<file path="config.mk">
export PLATFORM = sky130hd
export DESIGN_NAME = lupdate_flat
export DESIGN_NICKNAME = d
export VERILOG_FILES = /design/src/rtl/lupdate_if.sv /design/src/rtl/lupdate.sv /design/src/flat_wrapper.sv
export SDC_FILE = /design/constraint.sdc
export NUM_CORES = 1
export LEC_CHECK = 0
export CAP_MARGIN = 40
export CORE_UTILIZATION = 46
export DETAILED_ROUTE_END_ITERATION = 6
export GPL_ROUTABILITY_DRIVEN = 0
export HOLD_SLACK_MARGIN = 0.03
export PLACE_DENSITY = 0.82
export RECOVER_POWER = 50
export SLEW_MARGIN = 15
export SYNTH_ARGS = -nofsm -noshare
export SYNTH_HDL_FRONTEND = slang
export SYNTH_SLANG_ARGS = --single-unit
</file>
<file path="constraint.sdc">
create_clock -name clk -period 2.8 [get_ports clk]
set_clock_uncertainty 0.15 [all_clocks]
set_input_delay 0.28 -clock clk [delete_from_list [all_inputs] [get_ports clk]]
set_output_delay 0.28 -clock clk [all_outputs]
set_load 0.02 [all_outputs]
</file>
<file path="src/rtl/lupdate_if.sv">
// rtl/lupdate_if.sv - 134-bit LCM packet stream bundle (word strobe, word, packet valid, valid strobe)
interface lupdate_if;
  logic         data_wr;
  logic [133:0] data;
  logic         data_valid;
  logic         data_valid_wr;

  modport master (output data_wr, data, data_valid, data_valid_wr);
  modport slave  (input  data_wr, data, data_valid, data_valid_wr);
endinterface

</file>
<file path="src/rtl/lupdate.sv">
// rtl/lupdate.sv - beacon-update stage: 3-cycle forwarding pipeline that absorbs
// local beacon-update messages and latches their configuration fields.
module lupdate #(
  parameter logic [7:0]  LMID          = 8'd12,
  parameter logic [3:0]  UPD_TYPE      = 4'hd,
  parameter logic        DEF_DIRECTION = 1'b0,
  parameter logic [31:0] DEF_TB_PARA   = 32'd0,
  parameter logic [47:0] DEF_DMAC      = 48'd0,
  parameter logic [31:0] DEF_SLOT      = 32'd0
) (
  input  logic        clk,
  input  logic        rst_n,
  lupdate_if.slave    in_lu,
  lupdate_if.master   out_lu,
  input  logic [47:0] in_local_mac_id,
  output logic        direction,
  output logic [31:0] token_bucket_para,
  output logic [47:0] direct_mac_addr,
  output logic [31:0] time_slot_period,
  output logic        beacon_update_master,
  output logic [31:0] lu_update_cnt,
  output logic [31:0] lu_malformed_cnt
);

  typedef enum logic [1:0] {S_IDLE, S_HDR, S_BODY, S_UPD} state_t;

  typedef struct packed {
    logic         wr;
    logic [133:0] data;
    logic         valid;
    logic         valid_wr;
    logic         drop;
  } stage_t;

  state_t       r_state, w_state_nxt;
  stage_t       r_s1, r_s2, r_s3;
  logic         r_p1, r_p2;
  logic [3:0]   r_wcnt;
  logic         r_pid;
  logic         r_cap;
  logic [47:0]  r_sh_dmac;
  logic         r_sh_dir;
  logic [31:0]  r_sh_tb, r_sh_slot;

  logic         w_wr, w_head, w_tail, w_match;
  logic [3:0]   w_idx;
  logic         w_is_upd, w_in_drop, w_cap, w_commit, w_malformed;
  logic         w_mark1, w_mark2;

  assign w_wr    = in_lu.data_wr;
  assign w_head  = w_wr && (in_lu.data[133:132] == 2'b01);
  assign w_tail  = w_wr && (in_lu.data[133:132] == 2'b10);
  assign w_idx   = w_head ? 4'd0 : r_wcnt;
  assign w_match = (in_lu.data[127:80] == in_local_mac_id) &&
                   (in_lu.data[31:16] == 16'h88f7) &&
                   (in_lu.data[11:8] == UPD_TYPE);

  // Words 0 and 1 of the packet being classified are the stages still tagged with its packet id
  assign w_mark1 = w_is_upd && r_s1.wr && (r_p1 == r_pid);
  assign w_mark2 = w_is_upd && r_s2.wr && (r_p2 == r_pid);

  always_ff @(posedge clk or negedge rst_n) begin
    if (!rst_n) r_state <= S_IDLE;
    else        r_state <= w_state_nxt;
  end

  always_comb begin
    w_state_nxt = r_state;
    w_is_upd    = 1'b0;
    w_in_drop   = 1'b0;
    w_cap       = 1'b0;
    w_commit    = 1'b0;
    w_malformed = 1'b0;
    if (w_head) begin
      w_state_nxt = S_HDR;
      w_malformed = (r_state == S_UPD);
    end else if (w_wr) begin
      case (r_state)
        S_HDR: begin
          if (w_idx == 4'd2) begin
            w_is_upd    = w_match;
            w_in_drop   = w_match;
            w_state_nxt = w_match ? S_UPD : S_BODY;
          end
        end
        S_UPD: begin
          w_in_drop = 1'b1;
          w_cap     = (w_idx == 4'd6);
        end
        default: ;
      endcase
      if (w_tail) begin
        w_state_nxt = S_IDLE;
        if (w_in_drop) begin
          w_commit    = r_cap || w_cap;
          w_malformed = !(r_cap || w_cap);
        end
      end
    end
  end

  always_ff @(posedge clk or negedge rst_n) begin
    if (!rst_n) begin
      r_s1   <= '0;
      r_s2   <= '0;
      r_s3   <= '0;
      r_p1   <= 1'b0;
      r_p2   <= 1'b0;
      r_wcnt <= 4'd0;
      r_pid  <= 1'b0;
    end else begin
      if (w_head)
        r_wcnt <= 4'd1;
      else if (w_wr && r_wcnt != 4'hf)
        r_wcnt <= r_wcnt + 4'd1;
      if (w_head)
        r_pid <= ~r_pid;
      r_s1 <= '{wr: w_wr, data: in_lu.data, valid: in_lu.data_valid,
                valid_wr: in_lu.data_valid_wr, drop: w_in_drop};
      r_p1 <= w_head ? ~r_pid : r_pid;
      r_s2 <= '{wr: r_s1.wr, data: r_s1.data, valid: r_s1.valid,
                valid_wr: r_s1.valid_wr, drop: r_s1.drop | w_mark1};
      r_p2 <= r_p1;
      r_s3 <= '{wr: r_s2.wr, data: r_s2.data, valid: r_s2.valid,
                valid_wr: r_s2.valid_wr, drop: r_s2.drop | w_mark2};
    end
  end

  // A 7-word update captures and commits on the same tail word, so commit reads the bus directly then
  always_ff @(posedge clk or negedge rst_n) begin
    if (!rst_n) begin
      r_cap                <= 1'b0;
      r_sh_dmac            <= DEF_DMAC;
      r_sh_dir             <= DEF_DIRECTION;
      r_sh_tb              <= DEF_TB_PARA;
      r_sh_slot            <= DEF_SLOT;
      direction            <= DEF_DIRECTION;
      token_bucket_para    <= DEF_TB_PARA;
      direct_mac_addr      <= DEF_DMAC;
      time_slot_period     <= DEF_SLOT;
      beacon_update_master <= 1'b0;
      lu_update_cnt        <= 32'd0;
      lu_malformed_cnt     <= 32'd0;
    end else begin
      if (w_cap) begin
        r_sh_dmac <= in_lu.data[127:80];
        r_sh_dir  <= in_lu.data[79];
        r_sh_tb   <= in_lu.data[63:32];
        r_sh_slot <= in_lu.data[31:0];
      end
      if (w_head || w_tail)
        r_cap <= 1'b0;
      else if (w_cap)
        r_cap <= 1'b1;
      if (w_commit) begin
        if (r_cap) begin
          direct_mac_addr   <= r_sh_dmac;
          direction         <= r_sh_dir;
          token_bucket_para <= r_sh_tb;
          time_slot_period  <= r_sh_slot;
        end else begin
          direct_mac_addr   <= in_lu.data[127:80];
          direction         <= in_lu.data[79];
          token_bucket_para <= in_lu.data[63:32];
          time_slot_period  <= in_lu.data[31:0];
        end
        beacon_update_master <= ~beacon_update_master;
        lu_update_cnt        <= lu_update_cnt + 32'd1;
      end
      if (w_malformed)
        lu_malformed_cnt <= lu_malformed_cnt + 32'd1;
    end
  end

  assign out_lu.data_wr       = r_s3.wr & ~r_s3.drop;
  assign out_lu.data          = r_s3.data;
  assign out_lu.data_valid    = r_s3.valid;
  assign out_lu.data_valid_wr = r_s3.valid_wr & ~r_s3.drop;

endmodule

</file>
<file path="src/flat_wrapper.sv">
// flat-port wrapper written by rule: the top's interface ports become plain ports
module lupdate_flat 
#(
  parameter logic [7:0]  LMID          = 8'd12,
  parameter logic [3:0]  UPD_TYPE      = 4'hd,
  parameter logic        DEF_DIRECTION = 1'b0,
  parameter logic [31:0] DEF_TB_PARA   = 32'd0,
  parameter logic [47:0] DEF_DMAC      = 48'd0,
  parameter logic [31:0] DEF_SLOT      = 32'd0
)
  (clk, rst_n, in_local_mac_id, direction, token_bucket_para, direct_mac_addr, time_slot_period, beacon_update_master, lu_update_cnt, lu_malformed_cnt, in_lu_data_wr, in_lu_data, in_lu_data_valid, in_lu_data_valid_wr, out_lu_data_wr, out_lu_data, out_lu_data_valid, out_lu_data_valid_wr);
  lupdate_if in_lu_i ();
  lupdate_if out_lu_i ();
  input  logic clk;
  input  logic rst_n;
  input  logic [47:0] in_local_mac_id;
  output logic direction;
  output logic [31:0] token_bucket_para;
  output logic [47:0] direct_mac_addr;
  output logic [31:0] time_slot_period;
  output logic beacon_update_master;
  output logic [31:0] lu_update_cnt;
  output logic [31:0] lu_malformed_cnt;
  input wire logic [$bits(in_lu_i.data_wr)-1:0] in_lu_data_wr;
  input wire logic [$bits(in_lu_i.data)-1:0] in_lu_data;
  input wire logic [$bits(in_lu_i.data_valid)-1:0] in_lu_data_valid;
  input wire logic [$bits(in_lu_i.data_valid_wr)-1:0] in_lu_data_valid_wr;
  output wire logic [$bits(out_lu_i.data_wr)-1:0] out_lu_data_wr;
  output wire logic [$bits(out_lu_i.data)-1:0] out_lu_data;
  output wire logic [$bits(out_lu_i.data_valid)-1:0] out_lu_data_valid;
  output wire logic [$bits(out_lu_i.data_valid_wr)-1:0] out_lu_data_valid_wr;
  assign in_lu_i.data_wr = in_lu_data_wr;
  assign in_lu_i.data = in_lu_data;
  assign in_lu_i.data_valid = in_lu_data_valid;
  assign in_lu_i.data_valid_wr = in_lu_data_valid_wr;
  assign out_lu_data_wr = out_lu_i.data_wr;
  assign out_lu_data = out_lu_i.data;
  assign out_lu_data_valid = out_lu_i.data_valid;
  assign out_lu_data_valid_wr = out_lu_i.data_valid_wr;
  lupdate #(.LMID(LMID), .UPD_TYPE(UPD_TYPE), .DEF_DIRECTION(DEF_DIRECTION), .DEF_TB_PARA(DEF_TB_PARA), .DEF_DMAC(DEF_DMAC), .DEF_SLOT(DEF_SLOT)) u_core (.clk(clk), .rst_n(rst_n), .in_lu(in_lu_i), .out_lu(out_lu_i), .in_local_mac_id(in_local_mac_id), .direction(direction), .token_bucket_para(token_bucket_para), .direct_mac_addr(direct_mac_addr), .time_slot_period(time_slot_period), .beacon_update_master(beacon_update_master), .lu_update_cnt(lu_update_cnt), .lu_malformed_cnt(lu_malformed_cnt));
endmodule
</file>
==> results.cfg, run 1 <==
[run_status]
run_status = finished, violations left
violated_checks = capacitance limit, slew limit, setup timing

[setup_path]
critical_path.endpoint = u_core.direct_mac_addr[3]
crit_type = reg -> reg
critical_path_cell_count = 11
timing.critical_path.slowest_stage_cell = sky130_fd_sc_hd__dfrtp_1
crit_start_category = register
worst_path_dominant_cell_family = buffers and inverters
crit_top_cell = sky130_fd_sc_hd__buf_4
timing.critical_path.buf_inv = 5
setup.reg_to_reg.worst_slack_ns = -0.08
r2r-start = u_core.r_wcnt[3]
cpPeakStageDelay_ns = 0.44
cp_max_fo = 8
cp_cell_sequence = and4bb_2, nand3_2, nand4b_1, buf_4, nor4_4, buf_4, o211ai_1, buf_6, buf_12, clkbuf_16, o21ai_1
critical_path.reg2reg.endpoint = u_core.direct_mac_addr[3]
setup.worst_path.start = u_core.r_wcnt[3]
worstPathArrival_ns = 3.23
ff2ff_path_depth = 11
worst_ep_required_time_ns = 3.15
timing.critical_path.to_type = register

[pwr]
share_comb_of_total_power = 0.092
p_leak_nw = 15.8
switching_share = 0.233
seq_power_share = 0.488
p_total_mw = 23.2
worst_ir_drop_vdd_mv = 0.528
cell_internal_pwr_mw = 17.8
clkPwrFrac = 0.420
pwr_density_cell_nw_per_um2 = 655
psw_mw = 5.41

[floorplan]
dieHeight_um = 235
floorplan.io_pins = 502
floorplan.initialDensity = 0.469
die-width_um = 235
total_die_area_um2 = 55100
std_cell_rows = 84
core-area_um2 = 53100

[synthesis]
synth_commonest_cells = 714 x sky130_fd_sc_hd__dfrtp_1, 151 x sky130_fd_sc_hd__nand2_1, 135 x sky130_fd_sc_hd__buf_4
synth.yosys.seq_area_share = 0.717
postSynthNetCount = 1909
synth.top_cells.by_area = sky130_fd_sc_hd__dfrtp_1 72%, sky130_fd_sc_hd__mux2_2 5.2%, sky130_fd_sc_hd__mux2i_1 4.6%, sky130_fd_sc_hd__buf_4 4.1%, sky130_fd_sc_hd__xor2_1 3.0%
post_synth_inst_count = 1719
yosysWarnings = 0
postSynth.topFlopCell = sky130_fd_sc_hd__dfrtp_1
synth_top_cell_by_area = sky130_fd_sc_hd__dfrtp_1
synth_most_common_cell = sky130_fd_sc_hd__dfrtp_1
syn_area_per_cell_um2 = 14.5
synth_cell_type_count = 49
synth.cell_area_um2 = 24900
fraction_of_post_synthesis_cell_area_in_the_top_cell_type_by_area = 0.717
async_s_r_ff_share_synth = 1.00
synth_seq_cells = 714
synth-edff-count = 0

[cts]
cts_tree = yes
clock_insertion_delay_worst_skew_ns = 0.59
cts_root_buffer = sky130_fd_sc_hd__clkbuf_16
cts_buffer_depth = 3
clk_pin_slew_worst_paths_ns = 0.07
cts_max_level = 3
clkSinkCount = 714
numCtsBuffers = 72

[cells_and_area]
layout-drive-gt1-share = 0.237
finish.cell_count_without_fillers = 3093
stdcell_area_um2 = 35400
flow.area_growth_from_synthesis_pct = 41.9
num-nets-final = 2534

[timing]
max_clock_freq_mhz = 347
unrepaired_setup_endpoints_after_global_routing = true
report.final.setup_viol = 28
setup_ws_ns = -0.0828
finalHoldViolCount = 0
tightest_slew_ns = 1.92
maxSlewViolCount = 61
layout_worst_path_cycle_share = 1.03
whs_ns = 0.106
period_needed_ns = 2.88
slew_headroom = -0.279

[global_route]
grt_overflow = 0
first_global_vias = 17182
grt_util_all_layers = 0.242
grt_max_degree = 93
wire_length_of_the_first_global_routing_pass_um = 102000
antenna_found_initial = 13

[detailed_routing]
via_per_inst = 5.18
drt_total_wl_um = 71200
drt-wirelength-per-cell_um = 23.0
detailroute.via_count = 16008
post-route-drc-count = 0
number_of_nets_with_antenna_violations_after_detailed_routing = 0
first_iter_violations = 923
drt-pass1-iter-count = 5

[min_path]
holdCritStartpoint = in_lu_data[17]
worst_hold_path_class = in -> reg

[placement]
dp.final_hpwl_um = 43500
placed_area_um2 = 30800
dpl.cell_count = 2859
port_buffers = 501

[run]
drv.max_cap_violation_count = 1
==> logic make-up after synthesis <==
group / synth area share
DFF: 0.717
and+or+nand+nor: 0.0616
muxes: 0.0978
buffers and inverters: 0.0522
AOI/OAI and AO/OA: 0.0297
xor gates and xnor gates: 0.0400
adders and majority gates: 0.00151
==> registers in the layout, indices dropped and copies added, names as in the netlist, 2 cells and up <==
name / flops
u_core.lu_update_cnt: 32
u_core.out_lu.data: 134
u_core.r_sh_tb: 32
u_core.lu_malformed_cnt: 32
u_core.direct_mac_addr: 48
u_core.time_slot_period: 32
u_core.r_sh_slot: 32
u_core.r_wcnt: 4
u_core.r_sh_dmac: 48
u_core.r_s1: 138
u_core.r_s3: 3
u_core.r_s2: 138
u_core.r_state: 2
u_core.token_bucket_para: 32
==> worst reg2reg max path: stages, from the launching register on <==
cell                        delay (ns)
sky130_fd_sc_hd__dfrtp_1          0.44
sky130_fd_sc_hd__and4bb_2         0.35
sky130_fd_sc_hd__nand3_2          0.10
sky130_fd_sc_hd__nand4b_1         0.21
sky130_fd_sc_hd__buf_4            0.17
sky130_fd_sc_hd__nor4_4           0.25
sky130_fd_sc_hd__buf_4            0.19
sky130_fd_sc_hd__o211ai_1         0.15
sky130_fd_sc_hd__buf_6            0.20
sky130_fd_sc_hd__buf_12           0.17
sky130_fd_sc_hd__clkbuf_16        0.20
sky130_fd_sc_hd__o21ai_1          0.22
==> per-layer routing <==
| layer | track usage | wire length, µm | up-vias |
|---|---|---|---|
| met1 | 0.284 | 26700 | 8279 |
| met4 | 0.115 | 3200 | 8 |
| met2 | 0.414 | 36600 | 623 |
| li1 | - | - | 6934 |
| met5 | 0 | 42 | - |
| met3 | 0.0673 | 4640 | 164 |
==> metrics by stage <==
stage	util	worst slack, ns	setup TNS (ns)
2_1_floorplan	-	0.0790	0
3_3_place_gp	0.581	-1.14	-188.79
3_5_place_dp	0.581	-1.28	-200.59
4_1_cts	0.643	0.00457	0
5_1_grt	0.666	-0.164	-8.36
6_report	0.666	-0.0828	-0.368
==> cells in the final DEF (no fill, tap or decap), types with 6 or more instances in the layout <==
| master | instances |
|---|---|
| sky130_fd_sc_hd__buf_4 | 97 |
| sky130_fd_sc_hd__dfrtp_1 | 709 |
| sky130_fd_sc_hd__clkdlybuf4s50_1 | 362 |
| sky130_fd_sc_hd__nand4_1 | 13 |
| sky130_fd_sc_hd__nor4_4 | 6 |
| sky130_fd_sc_hd__mux2i_1 | 114 |
| sky130_fd_sc_hd__nand2_4 | 39 |
| sky130_fd_sc_hd__dlygate4sd2_1 | 18 |
| sky130_fd_sc_hd__and3_1 | 9 |
| sky130_fd_sc_hd__o21ai_2 | 60 |
| sky130_fd_sc_hd__clkbuf_1 | 36 |
| sky130_fd_sc_hd__clkbuf_8 | 14 |
| sky130_fd_sc_hd__nor4_2 | 8 |
| sky130_fd_sc_hd__clkbuf_2 | 11 |
| sky130_fd_sc_hd__nand3_1 | 24 |
| sky130_fd_sc_hd__clkinv_2 | 9 |
| sky130_fd_sc_hd__buf_12 | 20 |
| sky130_fd_sc_hd__o21ai_1 | 50 |
| sky130_fd_sc_hd__xor2_1 | 78 |
| sky130_fd_sc_hd__nor3_1 | 17 |
| sky130_fd_sc_hd__bufinv_16 | 6 |
| sky130_fd_sc_hd__xnor2_1 | 27 |
| sky130_fd_sc_hd__mux2_2 | 114 |
| sky130_fd_sc_hd__dlygate4sd3_1 | 183 |
| sky130_fd_sc_hd__nor4_1 | 16 |
| sky130_fd_sc_hd__nand2_2 | 40 |
| sky130_fd_sc_hd__diode_2 | 10 |
| sky130_fd_sc_hd__nor2_1 | 28 |
| sky130_fd_sc_hd__inv_1 | 16 |
| sky130_fd_sc_hd__a21oi_1 | 6 |
| sky130_fd_sc_hd__buf_6 | 8 |
| sky130_fd_sc_hd__clkbuf_16 | 88 |
| sky130_fd_sc_hd__xor2_2 | 6 |
| sky130_fd_sc_hd__nand2_1 | 72 |
==> power by group through the flow <==
stage	sequential (mW)	combinational [mW]	clock (mW)
final	11.3	2.13	9.73
after global routing	11.3	2.28	10.3
after CTS	11.3	2.10	9.82
after detailed placement	11.4	1.99	0
after global placement	11.4	1.91	0
after floorplan	11.4	0.812	0
==> area by class of cell <==
class | count | area, µm²
Antenna cell | 10 | 25.0
Clock buffer | 105 | 2110
Clock inverter | 20 | 277
Fill cell | 3315 | 17700
Inverter | 16 | 60.1
Multi-Input combinational cell | 795 | 6650
Sequential cell | 714 | 17900
Tap cell | 688 | 861
Timing Repair Buffer | 745 | 7500
==> repair_timing <==
action	4_1_cts	5_1_grt
setup buffers	5	10
setup endpoints to repair	181	172
hold endpoints to repair	398	0
gates resized for setup	56	235
pin swaps	6	64
hold buffers	68	0
gates cloned	3	16
==> how the worst min path moves through the flow <==
stage               slack, ns  depth (start not counted)                     endpoint
finish                   0.11                          1              u_core.r_s1[20]
global route              0.1                          1              u_core.r_s1[20]
CTS                      0.03                          1              u_core.r_s1[63]
detailed placement       0.14                          1              u_core.r_s2[62]
global placement         0.13                          1              u_core.r_s2[62]
floorplan               -0.17                          0  u_core.beacon_update_master
No activity file was read; power rests on OpenSTA's default activity.
==> run 2, diff against run 1 <==
--- a/config.mk
+++ b/config.mk
@@ -8,7 +8,6 @@
 export CAP_MARGIN = 40
 export CORE_UTILIZATION = 46
 export DETAILED_ROUTE_END_ITERATION = 6
-export GPL_ROUTABILITY_DRIVEN = 0
 export HOLD_SLACK_MARGIN = 0.03
 export PLACE_DENSITY = 0.82
 export RECOVER_POWER = 50
==> results of run 2 <==
Same layout as run 1: the final DEF is identical, and so are final timing and power.
